$ cat config.mk
export PLATFORM = sky130hd
export DESIGN_NAME = shift_buffer_flat
export DESIGN_NICKNAME = d
export VERILOG_FILES = /design/src/rtl/shift_buffer_pkg.sv /design/src/rtl/shift_buffer_if.sv /design/src/rtl/shift_buffer_ctrl.sv /design/src/rtl/shift_buffer.sv /design/src/flat_wrapper.sv
export SDC_FILE = /design/constraint.sdc
export NUM_CORES = 1
export LEC_CHECK = 0
export ABC_AREA = 1
export BUFFER_PORTS_ARGS = -buffer_cell sky130_fd_sc_hd__buf_2
export CORE_MARGIN = 3
export CORE_UTILIZATION = 35
export DETAILED_ROUTE_END_ITERATION = 16
export GPL_TIMING_DRIVEN = 0
export SLEW_MARGIN = 20
export SYNTH_ARGS = -nofsm -noshare
export SYNTH_HDL_FRONTEND = slang
export SYNTH_SLANG_ARGS = --single-unit
$ cat constraint.sdc
create_clock -name clk -period 16.6 [get_ports clk]
set_clock_uncertainty 0.15 [all_clocks]
set_input_delay 0.83 -clock clk [delete_from_list [all_inputs] [get_ports clk]]
set_output_delay 0.83 -clock clk [all_outputs]
set_load 0.01 [all_outputs]
$ cat src/rtl/shift_buffer_pkg.sv
// Shared encodings for the multi-mode word shift buffer.
package shift_buffer_pkg;

    // Operating mode, sampled from the mode input while idle.
    typedef enum logic [1:0] {
        ModeSiso = 2'b00,
        ModeSipo = 2'b01,
        ModePiso = 2'b10,
        ModeRsvd = 2'b11
    } mode_e;

    // Controller state.
    typedef enum logic [2:0] {
        StIdle  = 3'd0,
        StSiso  = 3'd1,
        StFill  = 3'd2,
        StHold  = 3'd3,
        StDrain = 3'd4
    } state_e;

endpackage

$ cat src/rtl/shift_buffer_if.sv
// Handshake bundle for the shift buffer: serial in/out, parallel in/out, mode and status.
interface shift_buffer_if #(
    parameter int unsigned DATA_W = 32,
    parameter int unsigned DEPTH  = 8
);
    localparam int unsigned CNT_W = $clog2(DEPTH + 1);

    logic [1:0]              mode;
    logic                    clear;
    logic                    s_valid;
    logic                    s_ready;
    logic [DATA_W-1:0]       s_data;
    logic                    p_in_valid;
    logic                    p_in_ready;
    logic [DATA_W*DEPTH-1:0] p_in_data;
    logic                    m_valid;
    logic                    m_ready;
    logic [DATA_W-1:0]       m_data;
    logic                    p_out_valid;
    logic                    p_out_ready;
    logic [DATA_W*DEPTH-1:0] p_out_data;
    logic [CNT_W-1:0]        count;
    logic                    busy;

    modport slave (
        input  mode, clear, s_valid, s_data, p_in_valid, p_in_data, m_ready, p_out_ready,
        output s_ready, p_in_ready, m_valid, m_data, p_out_valid, p_out_data, count, busy
    );

    modport master (
        output mode, clear, s_valid, s_data, p_in_valid, p_in_data, m_ready, p_out_ready,
        input  s_ready, p_in_ready, m_valid, m_data, p_out_valid, p_out_data, count, busy
    );
endinterface

$ cat src/rtl/shift_buffer_ctrl.sv
// Shift buffer controller: FSM, mode latch, occupancy count, handshake decode and
// storage strobes.
import shift_buffer_pkg::*;

module shift_buffer_ctrl #(
    parameter int unsigned DEPTH = 8,
    parameter int unsigned CNT_W = $clog2(DEPTH + 1)
) (
    input  logic             clk,
    input  logic             rst,
    input  logic [1:0]       mode,
    input  logic             clear,
    input  logic             s_valid,
    input  logic             p_in_valid,
    input  logic             m_ready,
    input  logic             p_out_ready,
    output logic             s_ready,
    output logic             p_in_ready,
    output logic             m_valid,
    output logic             p_out_valid,
    output logic [CNT_W-1:0] count,
    output logic             busy,
    output logic             push,
    output logic             load
);
    localparam logic [CNT_W-1:0] Full = CNT_W'(DEPTH);
    localparam logic [CNT_W-1:0] One  = CNT_W'(1);

    state_e           state_q;
    mode_e            cur_mode_q;
    logic [CNT_W-1:0] count_q;
    // Readies stay low from reset until the first clock edge after release.
    logic             rst_done_q;
    logic             s_ready_raw;
    logic             p_in_ready_raw;
    logic             pop;
    logic             p_out_fire;

    // Handshake decode: readies from state/count/mode/m_ready, valids from state/count only.
    always_comb begin
        s_ready_raw    = 1'b0;
        p_in_ready_raw = 1'b0;
        m_valid        = 1'b0;
        p_out_valid    = 1'b0;
        unique case (state_q)
            StIdle: begin
                unique case (mode_e'(mode))
                    ModeSiso, ModeSipo: s_ready_raw    = 1'b1;
                    ModePiso:           p_in_ready_raw = 1'b1;
                    default:            ;
                endcase
            end
            StSiso: begin
                m_valid     = (count_q == Full);
                s_ready_raw = (cur_mode_q == ModeSiso) & ((count_q < Full) | m_ready);
            end
            StFill:  s_ready_raw = (cur_mode_q == ModeSipo);
            StHold:  p_out_valid = 1'b1;
            StDrain: m_valid     = (count_q != '0);
            default: ;
        endcase
    end

    assign s_ready    = s_ready_raw & rst_done_q;
    assign p_in_ready = p_in_ready_raw & rst_done_q;
    assign count      = count_q;
    assign busy       = (state_q != StIdle);

    // clear suppresses every fire in the same cycle.
    assign push       = s_valid & s_ready & ~clear;
    assign load       = p_in_valid & p_in_ready & ~clear;
    assign pop        = m_valid & m_ready & ~clear;
    assign p_out_fire = p_out_valid & p_out_ready & ~clear;

    // State, mode latch and occupancy update.
    always_ff @(posedge clk or posedge rst) begin
        if (rst) begin
            state_q    <= StIdle;
            cur_mode_q <= ModeSiso;
            count_q    <= '0;
            rst_done_q <= 1'b0;
        end else begin
            rst_done_q <= 1'b1;
            if (state_q == StIdle) begin
                cur_mode_q <= mode_e'(mode);
            end
            if (clear) begin
                state_q <= StIdle;
                count_q <= '0;
            end else begin
                unique case (state_q)
                    StIdle: begin
                        if (push) begin
                            count_q <= One;
                            state_q <= (mode_e'(mode) == ModeSiso) ? StSiso : StFill;
                        end else if (load) begin
                            count_q <= Full;
                            state_q <= StDrain;
                        end
                    end
                    StSiso: begin
                        if (push && !pop) begin
                            count_q <= count_q + One;
                        end else if (pop && !push) begin
                            count_q <= count_q - One;
                            if (count_q == One) begin
                                state_q <= StIdle;
                            end
                        end
                    end
                    StFill: begin
                        if (push) begin
                            count_q <= count_q + One;
                            if (count_q == Full - One) begin
                                state_q <= StHold;
                            end
                        end
                    end
                    StHold: begin
                        if (p_out_fire) begin
                            count_q <= '0;
                            state_q <= StIdle;
                        end
                    end
                    StDrain: begin
                        if (pop) begin
                            count_q <= count_q - One;
                            if (count_q == One) begin
                                state_q <= StIdle;
                            end
                        end
                    end
                    default: begin
                        state_q <= StIdle;
                        count_q <= '0;
                    end
                endcase
            end
        end
    end

endmodule

$ cat src/rtl/shift_buffer.sv
// Multi-mode word shift buffer: storage array and output muxes around the controller.
import shift_buffer_pkg::*;

module shift_buffer #(
    parameter int unsigned DATA_W = 32,
    parameter int unsigned DEPTH  = 8,
    parameter int unsigned CNT_W  = $clog2(DEPTH + 1)
) (
    input  logic           clk,
    input  logic           rst,
    shift_buffer_if.slave  bus
);
    logic [DATA_W-1:0] elem_q [DEPTH];
    logic              push;
    logic              load;
    logic              m_valid;
    logic              p_out_valid;
    logic [CNT_W-1:0]  count;
    logic [CNT_W-1:0]  rd_idx;

    shift_buffer_ctrl #(
        .DEPTH (DEPTH),
        .CNT_W (CNT_W)
    ) u_ctrl (
        .clk         (clk),
        .rst         (rst),
        .mode        (bus.mode),
        .clear       (bus.clear),
        .s_valid     (bus.s_valid),
        .p_in_valid  (bus.p_in_valid),
        .m_ready     (bus.m_ready),
        .p_out_ready (bus.p_out_ready),
        .s_ready     (bus.s_ready),
        .p_in_ready  (bus.p_in_ready),
        .m_valid     (m_valid),
        .p_out_valid (p_out_valid),
        .count       (count),
        .busy        (bus.busy),
        .push        (push),
        .load        (load)
    );

    assign bus.m_valid     = m_valid;
    assign bus.p_out_valid = p_out_valid;
    assign bus.count       = count;

    // Storage: frame load places word 0 at the oldest slot; push shifts toward higher index.
    always_ff @(posedge clk or posedge rst) begin
        if (rst) begin
            for (int unsigned i = 0; i < DEPTH; i++) begin
                elem_q[i] <= '0;
            end
        end else if (load) begin
            for (int unsigned i = 0; i < DEPTH; i++) begin
                elem_q[DEPTH-1-i] <= bus.p_in_data[i*DATA_W +: DATA_W];
            end
        end else if (push) begin
            elem_q[0] <= bus.s_data;
            for (int unsigned i = 1; i < DEPTH; i++) begin
                elem_q[i] <= elem_q[i-1];
            end
        end
    end

    // Serial output: oldest word at elem[count-1], zero when not valid.
    always_comb begin
        rd_idx     = count - CNT_W'(1);
        bus.m_data = '0;
        if (m_valid) begin
            for (int unsigned i = 0; i < DEPTH; i++) begin
                if (rd_idx == CNT_W'(i)) begin
                    bus.m_data = elem_q[i];
                end
            end
        end
    end

    // Parallel output: slice 0 is the first word received, zero when not valid.
    always_comb begin
        bus.p_out_data = '0;
        if (p_out_valid) begin
            for (int unsigned i = 0; i < DEPTH; i++) begin
                bus.p_out_data[i*DATA_W +: DATA_W] = elem_q[DEPTH-1-i];
            end
        end
    end

endmodule

$ cat src/flat_wrapper.sv
// flat-port wrapper written by rule: the top's interface ports become plain ports
module shift_buffer_flat 
#(
    parameter int unsigned DATA_W = 32,
    parameter int unsigned DEPTH  = 8,
    parameter int unsigned CNT_W  = $clog2(DEPTH + 1)
)
  (clk, rst, bus_mode, bus_clear, bus_s_valid, bus_s_data, bus_p_in_valid, bus_p_in_data, bus_m_ready, bus_p_out_ready, bus_s_ready, bus_p_in_ready, bus_m_valid, bus_m_data, bus_p_out_valid, bus_p_out_data, bus_count, bus_busy);
  shift_buffer_if #(.DATA_W(DATA_W), .DEPTH(DEPTH)) bus_i ();
  input  logic clk;
  input  logic rst;
  input wire logic [$bits(bus_i.mode)-1:0] bus_mode;
  input wire logic [$bits(bus_i.clear)-1:0] bus_clear;
  input wire logic [$bits(bus_i.s_valid)-1:0] bus_s_valid;
  input wire logic [$bits(bus_i.s_data)-1:0] bus_s_data;
  input wire logic [$bits(bus_i.p_in_valid)-1:0] bus_p_in_valid;
  input wire logic [$bits(bus_i.p_in_data)-1:0] bus_p_in_data;
  input wire logic [$bits(bus_i.m_ready)-1:0] bus_m_ready;
  input wire logic [$bits(bus_i.p_out_ready)-1:0] bus_p_out_ready;
  output wire logic [$bits(bus_i.s_ready)-1:0] bus_s_ready;
  output wire logic [$bits(bus_i.p_in_ready)-1:0] bus_p_in_ready;
  output wire logic [$bits(bus_i.m_valid)-1:0] bus_m_valid;
  output wire logic [$bits(bus_i.m_data)-1:0] bus_m_data;
  output wire logic [$bits(bus_i.p_out_valid)-1:0] bus_p_out_valid;
  output wire logic [$bits(bus_i.p_out_data)-1:0] bus_p_out_data;
  output wire logic [$bits(bus_i.count)-1:0] bus_count;
  output wire logic [$bits(bus_i.busy)-1:0] bus_busy;
  assign bus_i.mode = bus_mode;
  assign bus_i.clear = bus_clear;
  assign bus_i.s_valid = bus_s_valid;
  assign bus_i.s_data = bus_s_data;
  assign bus_i.p_in_valid = bus_p_in_valid;
  assign bus_i.p_in_data = bus_p_in_data;
  assign bus_i.m_ready = bus_m_ready;
  assign bus_i.p_out_ready = bus_p_out_ready;
  assign bus_s_ready = bus_i.s_ready;
  assign bus_p_in_ready = bus_i.p_in_ready;
  assign bus_m_valid = bus_i.m_valid;
  assign bus_m_data = bus_i.m_data;
  assign bus_p_out_valid = bus_i.p_out_valid;
  assign bus_p_out_data = bus_i.p_out_data;
  assign bus_count = bus_i.count;
  assign bus_busy = bus_i.busy;
  shift_buffer #(.DATA_W(DATA_W), .DEPTH(DEPTH), .CNT_W(CNT_W)) u_core (.clk(clk), .rst(rst), .bus(bus_i));
endmodule
==> results.cfg, run 1 <==
[floorplanning]
design.core.area_um2 = 49300
dieArea_um2 = 53000
num_io_pins = 594
fp.dieW_um = 230
initial_core_util_pct = 35.7
rows = 81
die_y_um = 230

[synth]
synth_cell_types = 37
synthCells = 2497
ys_warn_count = 0
netlist_top_cells_count = 449 x nand2_1, 431 x inv_1, 327 x o21ai_0, 286 x nor2_1, 266 x dfrtp_1
synth-seq-cells = 266
synth.area.top_cells = dfrtp_1 38%, o211ai_1 9.6%, nand2_1 9.6%
synthArstFlopShare_pct = 100
yosysMostFrequentCell = nand2_1
synth_area_per_cell_um2 = 7.04
netlist_area_um2 = 17600
synth-edff-count = 0
yosys.area.top_type = dfrtp_1
synth_top_area_share_pct = 37.9
syn_nets = 2799
seq_area_frac_synth_pct = 37.9
ys.flop_type = dfrtp_1

[critical_path]
r2r-start = u_core.u_ctrl.count[0]
arrival_ns = 3.86
crit_chain = inv_1 > ha_1 > inv_2 > nor2_4 > nor2_8 > a21oi_4 > nand2_1 > buf_1 > o21ai_0 > inv_1 > nand3_1 > nand2_1 > a21oi_1 > buf_2
cp-start-kind = flop
cp.required_ns = 15.62
criticalPathCategory = flop to output pin
end_kind = output pin
crit_slowest_cell = buf_1
crit_path_start = u_core.u_ctrl.count[0]
critical_path.max_stage_delay_ns = 0.55
cp_max_fo = 10

[global_routing]
grt_use_total_pct = 35.0
grt_antenna_before_repair = 13
grt_pass1_wl_um = 138000
grt-ovfl-total = 0
grt_pass1_vias = 20152
grt_max_degree = 85

[clocking]
worstSkewPairLatency_ns = 0.56
clkTransAtPathRegs_ns = 0.06
cts.path.max_buffers = 3
numCtsBuffers = 36
post-cts-setup-buffer-count = 0
cts_hold_buf = 0
cts.sinks = 266
cts-resized-gates = 0
clock-root-buffer = clkbuf_16
htree_levels = 2
cts_tree = done

[placement]
io_buffers = 593
dp_hpwl_um = 77800
post_dp_cell_area_um2 = 21500
globalplace.congestion = 1.01

[layout]
drive_gt1_share_pct = 26.4
filler_cell_count = 5275
syn_to_final_growth_pct = 28.9
design_area_um2 = 22700
fin_nets = 3433

[routing]
vias = 20935
drc = 0
detail_route.iter0.violations = 2234
vias_per_cell = 5.47
drtAntennaViolNets = 0
drt_pass1_iterations = 5
routedWlPerCell_um = 25.1
wirelength_um = 96200

[timing]
finalCriticalPeriod_ns = 4.84
slew_violations = 0
whs_ns = 0.143
totalNegativeSetupSlack_ns = 0
min_period_over_period_pct = 29.2
finalHoldViolCount = 0
max_freq_ghz = 0.207
finalSetupViolCount = 0
rsz0062_at_grt = no
max_slew.worst_pin.slew_ns = 1.05
maxSlewHeadroom_pct = 30.2

[power_and_ir_drop]
peakVddDrop_mv = 0.0802
pwr_density_cell_nw_per_um2 = 156
power_leakage_nw = 12.4

[hold_path]
hold_path_class = input port to async pin

[run_status]
status = completed

[flow_run]
drv_cap = 0
[logic make-up after synthesis]
group | after synthesis | synth area share (%)
adders and majority gates | 5 | 0.356
DFF | 266 | 37.9
xor gates and xnor gates | 2 | 0.0996
AOI/OAI and AO/OA | 707 | 24.7
other | 1 | 0.0213
buffers and inverters | 631 | 15.9
and+or+nand+nor | 885 | 21.0
[area by class of cell]
class                      count  area [um^2]  share of cell area, %
inverter                     438         1650                   7.28
antenna                        9         22.5                 0.0993
tap                          664          831                   3.66
sequential                   266         6660                   29.4
clock buffer                  50         1030                   4.56
buffer                       193         1150                   5.09
clock inverter                11          143                  0.629
multi-input combinational   1600         8130                   35.9
timing repair buffer         596         3050                   13.5
[worst max-delay path: cells and delay by family, from the launching register on]
family          cells  cell delay (ns)
simple gates        5             1.11
buf+inv             5             1.07
flops               1             0.47
compound gates      3             0.36
fa+ha+maj           1             0.31
[state kept, by name, summed over array words and instances, names as in the netlist]
register and cells:
u_core.u_ctrl.rst_done_q 1, u_core.u_ctrl.cur_mode_q 2, u_core.elem_q 256, u_core.u_ctrl.count 4, u_core.u_ctrl.state_q 3
[routing by layer]
| layer | global-route usage (%) | share of wire (%) | vias to the layer above |
|---|---|---|---|
| li1 | - | - | 9372 |
| met1 | 48.2 | 42 | 10247 |
| met2 | 57.0 | 46 | 1137 |
| met3 | 5.41 | 8.5 | 163 |
| met4 | 10.0 | 2.9 | 16 |
| met5 | 0 | 0.11 | - |
[metrics by stage]
| step | worst slack [ns] | power (W) | std cells | util, % |
|---|---|---|---|---|
| 4_1_cts | 11.87 | 0.00350 | 3818 | 46.0 |
| 3_3_place_gp | 4.41 | 0.00267 | 3754 | 43.4 |
| 5_1_grt | 11.68 | 0.00376 | 3822 | 46.0 |
| 3_5_place_dp | 12.45 | 0.00269 | 3757 | 43.6 |
| 2_1_floorplan | 8.29 | 0.00207 | 2497 | - |
| 6_report | 11.76 | 0.00355 | 3827 | 46.0 |
[report_power, final]
part           switching (W)  internal [W]  leakage [nW]  total [W]
logic                0.00120      0.000435          8.52    0.00163
clock network       0.000326      0.000481         0.575   0.000807
registers           0.000153      0.000954          3.30    0.00111
total                0.00168       0.00187          12.4    0.00355
[worst paths after layout]
path | to | slack, ns | depth (start not counted)
worst max-delay path | bus_m_data[23] | 11.76 | 14
worst min-delay path | u_core.elem_q[190] | 0.14 | 2
worst max register to register | u_core.u_ctrl.count[2] | 13.75 | 15
worst min register to register | u_core.u_ctrl.cur_mode_q[1] | 0.37 | 1
max in group asynchronous | u_core.elem_q[76] | 15.01 | 4
min in group clk | u_core.u_ctrl.cur_mode_q[1] | 0.37 | 1
[layout by cell type, fill, tap and decap left out, drive strengths merged]
master    instances
a21oi            35
a31oi             2
buf             721
bufinv            3
clkbuf          118
clkinv            5
clkinvlp          2
conb              1
dfrtp           266
diode             9
ha                5
inv             439
nand2           456
nand3            86
nand3b            7
nand4            37
nor2            296
nor3              3
o211ai          256
o21a              1
o21ai           411
o22ai             2
xor2              2
Note: power is estimated with default switching activity, not from simulation.
==> inputs of run 2 (changes only) <==
==> constraint.sdc (replaced) <==
create_clock -name clk -period 4.43 [get_ports clk]
set_clock_uncertainty 0.15 [all_clocks]
set_input_delay 0.2215 -clock clk [delete_from_list [all_inputs] [get_ports clk]]
set_output_delay 0.2215 -clock clk [all_outputs]
set_load 0.01 [all_outputs]
==> results.cfg, run 2 (synthesized netlist as in run 1, its figures left out) <==
[critical_path]
crit_slowest_cell = buf_1
end_kind = output pin
critical_path.max_stage_delay_ns = 0.54
crit_chain = inv_1 > ha_1 > inv_2 > nor2_4 > nor2_8 > a21oi_4 > nand2_1 > buf_1 > o21ai_0 > inv_1 > nand2_1 > a21oi_1 > buf_2
cp_max_fo = 10
arrival_ns = 3.83
cp-start-kind = flop
cp.required_ns = 4.06
critical_path.top_delay_family = buffers and inverters
criticalPathCategory = flop to output pin
crit_buf_inv = 5

[layout]
filler_cell_count = 4949
final_cell_mix = 655 x buf_2, 449 x nand2_1, 430 x inv_1
design_area_um2 = 25700
drive_gt1_share_pct = 24.5
final_common_cell = buf_2
largest_reg_flops = 256
syn_to_final_growth_pct = 46.3
utilization_pct = 52.2
fin_nets = 3730
largest_register = u_core.elem_q

[floorplanning]
design.core.area_um2 = 49300
fp.dieW_um = 230
dieArea_um2 = 53000
rows = 81
initial_core_util_pct = 35.7
num_io_pins = 594
die_y_um = 230

[power_and_ir_drop]
power.switching_w = 0.00633
peakVddDrop_mv = 0.308
clockPowerShare_pct = 22.5
seq_power_share_pct = 30.6
p_int_w = 0.00722
power_leakage_nw = 13.6
p_total_w = 0.0135
sw_frac_of_total_pct = 46.7
pwr_density_cell_nw_per_um2 = 527
power_frac_comb_pct = 46.9

[clocking]
worstSkewPairLatency_ns = 0.56
cts.path.max_buffers = 3
numCtsBuffers = 34
clock-root-buffer = clkbuf_16
cts.sinks = 266
post-cts-setup-buffer-count = 0
cts_tree = done
clkTransAtPathRegs_ns = 0.06
cts_hold_buf = 292
cts-resized-gates = 0
htree_levels = 2

[routing]
detail_route.iter0.violations = 2215
drc = 0
drt_pass1_iterations = 6
drtAntennaViolNets = 0
vias = 21938
vias_per_cell = 5.33
wirelength_um = 98200
routedWlPerCell_um = 23.8

[timing]
totalNegativeSetupSlack_ns = 0
finalHoldViolCount = 0
maxSlewHeadroom_pct = 36.0
max_freq_ghz = 0.238
finalSetupViolCount = 0
rsz0062_at_grt = no
slew_violations = 0
min_period_over_period_pct = 94.7
max_slew.worst_pin.slew_ns = 0.960
finalCriticalPeriod_ns = 4.20

[global_routing]
grt_max_degree = 34
grt_use_total_pct = 36.1
grt-ovfl-total = 0
grt_pass1_vias = 22026
grt_antenna_before_repair = 4
grt_pass1_wl_um = 144000

[hold_path]
hold_path_class = input port to async pin

[run_status]
status = completed

[placement]
globalplace.congestion = 0.984
io_buffers = 593
post_dp_cell_area_um2 = 21600
dp_hpwl_um = 77900

[flow_run]
drv_cap = 0
run 2: cell count changes in the layout (fill, tap and decap cells not counted), moves of 4 or more:
cell	previous run	this run
buf_12	0	7
clkbuf_1	73	69
clkinv_2	4	11
diode_2	9	1
dlygate4sd3_1	0	292
run 2: worst paths after layout:
path                                             startpoint                          end  slack, ns  depth (start not counted)
min in group clk                                bus_s_valid     u_core.u_ctrl.state_q[0]       0.13                          7
worst min-delay path                                    rst           u_core.elem_q[226]       0.06                          3
worst max-delay path                 u_core.u_ctrl.count[0]                bus_m_data[9]       0.23                         13
max in group asynchronous                               rst            u_core.elem_q[77]       2.88                          7
worst max register to register       u_core.u_ctrl.count[3]           u_core.elem_q[224]       1.40                         12
worst min register to register  u_core.u_ctrl.cur_mode_q[1]  u_core.u_ctrl.cur_mode_q[1]       0.37                          1
run 2: area by class of cell:
cell class / count / area (um^2) / area share (%)
Antenna cell: 1 / 2.50 / 0.00973
Timing Repair Buffer: 895 / 6110 / 23.8
Multi-Input combinational cell: 1600 / 8130 / 31.6
Tap cell: 664 / 831 / 3.23
Clock inverter: 22 / 285 / 1.11
Buffer: 193 / 1150 / 4.48
Inverter: 438 / 1650 / 6.41
Sequential cell: 266 / 6660 / 25.9
Clock buffer: 40 / 903 / 3.51
run 2: stage by stage:
| stage | std cells | worst slack [ns] | hold slack [ns] |
|---|---|---|---|
| 2_1_floorplan | 2497 | 0.547 | 0.192 |
| 3_3_place_gp | 3754 | -1.47 | 0.328 |
| 3_5_place_dp | 3764 | 0.880 | 0.0523 |
| 4_1_cts | 4118 | 0.282 | 0.0334 |
| 5_1_grt | 4119 | 0.134 | 0.0728 |
| 6_report | 4119 | 0.233 | 0.0578 |
run 2: layer usage:
metal	up-vias	global-route usage, %	share of wire [%]
met2	1217	58.5	46
met1	10583	48.0	42
li1	9948	-	-
met3	184	6.63	8.4
met4	6	13.6	4.1
met5	-	0	0.044
run 2: power groups by stage:
| stage | combinational, W | clock [W] | sequential, W |
|---|---|---|---|
| CTS | 0.00620 | 0.00308 | 0.00411 |
| detailed placement | 0.00595 | 0 | 0.00415 |
| floorplan | 0.00378 | 0 | 0.00399 |
| global route | 0.00697 | 0.00317 | 0.00425 |
| finish | 0.00636 | 0.00305 | 0.00414 |
| global placement | 0.00587 | 0 | 0.00414 |
run 2: worst min-delay path, cell delays in order:
cell	delay, ns
dlygate4sd3_1	0.54
buf_2	0.14
clkinvlp_4	0.23
